**src/rtl/nes_snes_poll_engine.sv**
```systemverilog
// nes_snes_poll_engine
// Drives the latch/clock pins of a NES or SNES pad and shifts in its serial
// button word. It produces an active-high button word and a connected flag.
// Frames start from a free-running poll timer (when enabled) or on demand.
module nes_snes_poll_engine #(
  parameter int HALF_PERIOD = 384,
  parameter int POLL_PERIOD = 1066667,
  parameter int NUM_BITS    = 16
) (
  input  logic                clk,
  input  logic                rst,
  input  logic                enable,
  input  logic                poll_now,
  input  logic                ctrl_data,
  output logic                ctrl_latch,
  output logic                ctrl_clk,
  output logic [NUM_BITS-1:0] buttons,
  output logic                connected,
  output logic                buttons_valid,
  output logic                busy
);

  localparam int HW = $clog2(2 * HALF_PERIOD + 1);
  localparam int PW = $clog2(POLL_PERIOD + 1);
  localparam int KW = $clog2(NUM_BITS + 1);

  typedef enum logic [2:0] {
    S_IDLE,
    S_LATCH,
    S_WAIT,
    S_CLK_HI,
    S_CLK_LO,
    S_DONE
  } state_t;

  state_t              state, state_nxt;
  logic [HW-1:0]       h_cnt, h_nxt;
  logic [KW-1:0]       k_cnt, k_nxt;
  logic [PW-1:0]       timer;
  logic                timer_wrap;
  logic                start_req;
  logic                data_meta, data_sync;
  logic [NUM_BITS-1:0] shift;
  logic                any_one;
  logic                sample_en;
  logic                load_out;
  logic                clear_frame;

  assign timer_wrap = (timer == PW'(POLL_PERIOD - 1));
  assign start_req  = poll_now | (enable & timer_wrap);
  assign busy       = (state != S_IDLE);

  // Two-flop synchronizer for the asynchronous controller data line
  always_ff @(posedge clk or posedge rst) begin
    if (rst) begin
      data_meta <= 1'b0;
      data_sync <= 1'b0;
    end else begin
      data_meta <= ctrl_data;
      data_sync <= data_meta;
    end
  end

  // Free-running poll timer; it keeps counting even while polling is disabled
  always_ff @(posedge clk or posedge rst) begin
    if (rst) begin
      timer <= '0;
    end else if (timer_wrap) begin
      timer <= '0;
    end else begin
      timer <= timer + 1'b1;
    end
  end

  // State, half-period and bit-counter registers
  always_ff @(posedge clk or posedge rst) begin
    if (rst) begin
      state <= S_IDLE;
      h_cnt <= '0;
      k_cnt <= '0;
    end else begin
      state <= state_nxt;
      h_cnt <= h_nxt;
      k_cnt <= k_nxt;
    end
  end

  // Next-state logic: sequences latch, settle and clock phases of one frame
  always_comb begin
    state_nxt   = state;
    h_nxt       = h_cnt + 1'b1;
    k_nxt       = k_cnt;
    sample_en   = 1'b0;
    load_out    = 1'b0;
    clear_frame = 1'b0;
    case (state)
      S_IDLE: begin
        h_nxt = '0;
        if (start_req) begin
          state_nxt   = S_LATCH;
          k_nxt       = '0;
          clear_frame = 1'b1;
        end
      end
      S_LATCH: begin
        if (h_cnt == HW'(2 * HALF_PERIOD - 1)) begin
          h_nxt     = '0;
          state_nxt = S_WAIT;
        end
      end
      S_WAIT: begin
        if (h_cnt == HW'(HALF_PERIOD - 1)) begin
          h_nxt     = '0;
          sample_en = 1'b1;
          k_nxt     = k_cnt + 1'b1;
          state_nxt = (NUM_BITS == 1) ? S_DONE : S_CLK_HI;
        end
      end
      S_CLK_HI: begin
        if (h_cnt == HW'(HALF_PERIOD - 1)) begin
          h_nxt     = '0;
          state_nxt = S_CLK_LO;
        end
      end
      S_CLK_LO: begin
        if (h_cnt == HW'(HALF_PERIOD - 1)) begin
          h_nxt     = '0;
          sample_en = 1'b1;
          k_nxt     = k_cnt + 1'b1;
          state_nxt = (k_cnt == KW'(NUM_BITS - 1)) ? S_DONE : S_CLK_HI;
        end
      end
      S_DONE: begin
        h_nxt     = '0;
        load_out  = 1'b1;
        state_nxt = S_IDLE;
      end
      default: begin
        h_nxt     = '0;
        state_nxt = S_IDLE;
      end
    endcase
  end

  // Pins come straight from flops that follow the upcoming state, so they stay glitch-free
  always_ff @(posedge clk or posedge rst) begin
    if (rst) begin
      ctrl_latch <= 1'b0;
      ctrl_clk   <= 1'b0;
    end else begin
      ctrl_latch <= (state_nxt == S_LATCH);
      ctrl_clk   <= (state_nxt == S_CLK_HI);
    end
  end

  // Capture each sampled bit inverted and remember whether any raw 1 was seen
  always_ff @(posedge clk or posedge rst) begin
    if (rst) begin
      shift   <= '0;
      any_one <= 1'b0;
    end else if (clear_frame) begin
      shift   <= '0;
      any_one <= 1'b0;
    end else if (sample_en) begin
      for (int i = 0; i < NUM_BITS; i++) begin
        if (k_cnt == KW'(i)) begin
          shift[i] <= ~data_sync;
        end
      end
      any_one <= any_one | data_sync;
    end
  end

  // Publish the frame result once at the end; an all-zero line means no pad is plugged in
  always_ff @(posedge clk or posedge rst) begin
    if (rst) begin
      buttons       <= '0;
      connected     <= 1'b0;
      buttons_valid <= 1'b0;
    end else begin
      buttons_valid <= load_out;
      if (load_out) begin
        connected <= any_one;
        buttons   <= any_one ? shift : '0;
      end
    end
  end

endmodule

```
**config.mk**
```make
export PLATFORM = sky130hd
export DESIGN_NAME = nes_snes_poll_engine
export DESIGN_NICKNAME = d
export VERILOG_FILES = /design/src/rtl/nes_snes_poll_engine.sv
export SDC_FILE = /design/constraint.sdc
export NUM_CORES = 1
export LEC_CHECK = 0
export ABC_AREA = 1
export CORE_MARGIN = 8
export CORE_UTILIZATION = 40
export CTS_BUF_LIST = sky130_fd_sc_hd__clkbuf_16
export CTS_CLUSTER_SIZE = 30
export DETAILED_ROUTE_END_ITERATION = 10
export MAX_ROUTING_LAYER = met4
export SYNTH_ARGS = -nofsm -noshare
export SYNTH_HDL_FRONTEND = slang
export SYNTH_SLANG_ARGS = --single-unit
```
**constraint.sdc**
```tcl
create_clock -name clk -period 2.7 [get_ports clk]
set_clock_uncertainty 0.1 [all_clocks]
set_input_delay 0.405 -clock clk [delete_from_list [all_inputs] [get_ports clk]]
set_output_delay 0.405 -clock clk [all_outputs]
set_load 0.01 [all_outputs]
```
[After elaboration in Yosys (flattened, before gate mapping)]
Index checks and enable logic that the tools add are counted.
Word-level totals
  output and inout port bits: 21
  logic and storage cells: 142
  bits in registers: 78
  bits of input ports: 5
Operators by class
  muxes and demuxes: 40
  add/sub/neg operators: 3
  eq/ne operators: 27
  reductions and logical operators: 40
  bitwise logic cells: 4
Operators by type and width (number)
  two-way mux 16 bit: 3
  equality test 5 x 4 -> 1 bit (second input constant): 8
  nonzero test 2 bit: 18
  AND reduction 2 bit: 16
  two-way mux 1 bit: 23
  adder 21 x 1 -> 21 bit (second input constant): 1
  equality test 21 bit (second input constant): 1
  two-way mux 21 bit: 1
  equality test 5 x 3 -> 1 bit (second input constant): 4
  two-way mux 10 bit: 2
  case mux 10 bit (2 select lines): 1
  two-way mux 3 bit: 6
  case mux 3 bit (5 select lines): 1
  adder 10 x 1 -> 10 bit (second input constant): 1
  equality test 10 bit (second input constant): 1
  equality test 10 x 9 -> 1 bit (second input constant): 1
  equality test 5 x 2 -> 1 bit (second input constant): 2
  two-way mux 5 bit: 2
  case mux 5 bit (2 select lines): 1
  equality test 3 x 2 -> 1 bit (second input constant): 3
  equality test 3 x 1 -> 1 bit (second input constant): 2
  equality test 3 bit (second input constant): 2
  adder 5 x 1 -> 5 bit (second input constant): 1
  equality test 5 x 1 -> 1 bit (second input constant): 1
  other kinds (11): 12

[Logic depth before layout (Yosys ltp)]
Gate-level depths: netlist of run 1.
  word-level depth: 7
  mapped depth: 12
  gate-level depth less buffers: 12

[Least setup slack after synthesis of run 1]
No wires, ideal clock.
  path type: reg-to-reg
  from: reg h_cnt[0]
  to: reg k_cnt[3]
  setup time: 120 ps
  stages on the path, launching flop included: 10
  period minus slack after synthesis: 1654 ps
  arrival: 1434 ps
  data required time: 2480 ps
  path buffers: 1
  setup slack: 1046 ps
  cell sequence: dfrtp_1 > ha_1 > nand2_1 > nor2_4 > nand3_2 > nor2_4 > buf_6 > nand2_1 > o21ai_0 > nor2_1
Between the ends
  cells in the longest elaborated chain, start to end: 3
Ends and longest elaborated chain
  start: declaration: RTL line 37  | logic [HW-1:0] h_cnt, h_nxt;
  start signal: assignment: RTL line 83  | h_cnt <= h_nxt;
  equality test 10 x 9 -> 1 bit: RTL line 112, 126
  != test 2 x 1 -> 1 bit (no line)
  AND reduction 3 bit (no line)
  end signal: assignment: RTL line 84  | k_cnt <= k_nxt;
  end: declaration: RTL line 38  | logic [KW-1:0] k_cnt, k_nxt;
No other way between the ends.
A chain may end at the register's enable or synchronous reset.

[Final worst setup path of run 1]
  from: reg state[1]
  to: out busy
Between the ends
  cells in the longest elaborated chain, start to end: 1
Ends and longest elaborated chain
  start: declaration: RTL line 36  | state_t state, state_nxt;
  start signal: assignment: RTL line 82  | state <= state_nxt;
  nonzero test 3 bit: RTL line 51  | assign busy = (state != S_IDLE);
  end: declaration: RTL line 20  | output logic busy
No other way between the ends.

==> results of run 1 <==
-- per-stage QoR --
stage | instance area (µm²) | util (%) | setup WS (ns)
global route | 4740 | 48.5 | 0.127
floorplan | 4010 | - | 0.200
global placement | 4410 | 45.1 | 0.647
detailed placement | 4410 | 45.1 | 0.586
finish | 4740 | 48.5 | 0.315
CTS | 4740 | 48.5 | 0.283
-- cell type report --
cell class	count	area, µm²	share of cell area, %
multi-input cells	344	1690	35.6
flip-flops and latches	78	1950	41.2
inverters	83	313	6.59
repair buffers	28	285	6.01
clock buffers	9	225	4.75
clock inverters	6	111	2.35
well taps	133	166	3.51
-- registers in the layout, summed over array words and instances, names as in the netlist --
signal	flops
timer	21
state	3
buttons	16
connected	1
data_meta	1
h_cnt	10
ctrl_clk	1
any_one	1
ctrl_latch	1
k_cnt	5
data_sync	1
buttons_valid	1
shift	16
-- power groups by stage --
stage	Sequential, µW	Combinational (µW)	Clock [µW]
after floorplan	1190	19.7	0
after global placement	1200	36.0	0
after detailed placement	1200	36.5	0
after CTS	1170	36.5	1390
after global routing	1170	40.6	1430
final	1170	33.8	1350
-- layer usage --
| metal | part of all wire (%) | track usage, % | vias up |
|---|---|---|---|
| met2 | 44 | 20.6 | 44 |
| met1 | 50 | 18.4 | 1441 |
| met4 | 1.2 | 5.19 | 0 |
| met3 | 4.2 | 2.22 | 10 |
| li1 | - | - | 1680 |
| met5 | 0 | - | - |
-- worst max-delay path, cell delays in order (launching register included) --
cell and delay, ns:
dfrtp_1 0.45, nor2_1 0.22, inv_1 0.08, nor2_1 0.24, inv_1 0.08, clkdlybuf4s50_1 0.48
-- final timing paths --
check | start | endpoint | slack (ns)
max | state[1]$_DFF_PP0_ | busy | 0.32
min | data_meta$_DFF_PP0_ | data_sync$_DFF_PP0_ | 0.26
max reg2reg | h_cnt[0]$_DFF_PP0_ | shift[4]$_DFFE_PP0P_ | 0.55
min reg2reg | data_meta$_DFF_PP0_ | data_sync$_DFF_PP0_ | 0.26
max in group asynchronous | rst | k_cnt[0]$_DFFE_PP0P_ | 1.53
min in group asynchronous | rst | timer[5]$_DFF_PP0_ | 0.30
-- cell usage in the layout, fill, tap and decap left out, types with 5 or more instances in the layout --
cell	n
o21ai_1	16
clkbuf_16	9
nor2_1	69
o21ai_0	23
inv_1	79
xor2_1	11
nor3b_1	5
nand3_1	39
nand4_1	8
clkdlybuf4s50_1	25
nor3_1	9
dfrtp_1	78
nand2_2	8
ha_1	8
nand2_1	123
-- kinds of logic after synthesis --
family | Yosys count | synth area share, %
adders and majority gates | 8 | 2.50
DFF | 78 | 48.7
xor gates and xnor gates | 14 | 3.06
muxes | 1 | 0.281
and+or+nand+nor | 272 | 29.7
buffers and inverters | 94 | 9.30
AOI/OAI and AO/OA | 49 | 6.49
==> reports/metrics.cfg, run 1 <==
[outcome]
status=completed

[run]
max_cap_violations=0

[clocking]
post-cts-setup-buffers=0
hold_buffers=0
clock-root-buffer=clkbuf_16
cts_sinks=78
cts_tree=built
clkTransAtPathRegs_ns=0.06
cts-htree-levels=3
post_cts_resized=0
cts_buffer_depth=2
clock_latency_ns=0.32
cts_buffers=9

[grt]
antenna_found_initial=0
grt.total_usage_pct=13.8
grt_remaining_overflow=0
grt_pass1_wl_um=14600
grt_max_degree=35
grt_pass1_vias=3123

[floorplan]
die_w_um=116
io_pins=26
initial_core_util_pct=41.0
die_y_um=116
die_area_um2=13500
fp.coreArea_um2=9770
rows=36

[route]
vias=3175
drc=0
vias_per_cell=4.66
dr.pass1.iters=5
ant_nets=0
detail_route.iter0.violations=174
wl_um=8160
wire_per_inst_um=12.0

[place]
place.port_buffers=25
hpwl_um=5970
gp_congestion=0.847
dp_cells=666

[pwr]
combinationalPowerShare_pct=1.3
vdd_drop_max_mv=0.247
netSwitchingPower_uw=484
power.leakage_uw=0.00230
p_total_uw=2560
p_clk_share_pct=52.8
p_per_area_nw_per_um2=540
seqPwrFrac_pct=45.9
p_sw_share_pct=18.9
internal_power_uw=2080

[final_layout]
diodes=0
area_delta_synth_final_pct=18.3
n_fill_cell=966
fin_cells=681
layout.nets=557
drive_gt1_share_pct=6.75

[hold_path]
hp-class=reg2reg
hold-path-cell-count=0

[critical_path]
crit_fanout=5
ff2ff_path_depth=10
critical_path_class=reg2out
start_kind=flip-flop
arrival_ns=1.88
required_ns=2.19
critPathCaptureType=output port

[sta]
slew_headroom_pct=43.4
period_minus_slack_ns=2.38
timing.final.max_slew_violations=0
fin_tns_setup_ns=0
fmax_mhz=419
setup_viol_count_final=0
worst_hold_slack_ns=0.258
worst_pin_slew_ns=0.841
rsz0062_at_grt=false
timing.final.hold_violations=0
fin_crit_sh_pct=88.3

[logic_synthesis]
synth_cells=516
synth.largest_area_cell=dfrtp_1
synth_edf_count=0
yosys-top-cells-count=nand2_1, inv_1, dfrtp_1, nor2_1, nand3_1
synth_top_area_share_pct=48.7
syn_nets=529
yosys_most_used_dff=dfrtp_1
synth.area.top_cells=dfrtp_1, nand2_1, inv_1
syn_avg_cell_area_um2=7.77
syn-cell-area_um2=4010
yosysUniqueCellTypes=32
yosys.cell_count.top_type=nand2_1
yosys_warnings=0
ys_ff_latch=78
synth_seq_area_share_pct=48.7
synthArstFlopShare_pct=100

(Power assumes the default switching activity.)
==> run 2: changes to the inputs <==
--- a/config.mk
+++ b/config.mk
@@ -6,6 +6,7 @@
 export NUM_CORES = 1
 export LEC_CHECK = 0
 export ABC_AREA = 1
+export CAP_MARGIN = 25
 export CORE_MARGIN = 8
 export CORE_UTILIZATION = 40
 export CTS_BUF_LIST = sky130_fd_sc_hd__clkbuf_16
==> results of run 2 <==
The final DEF is identical to that of run 1; final timing and power are the same.
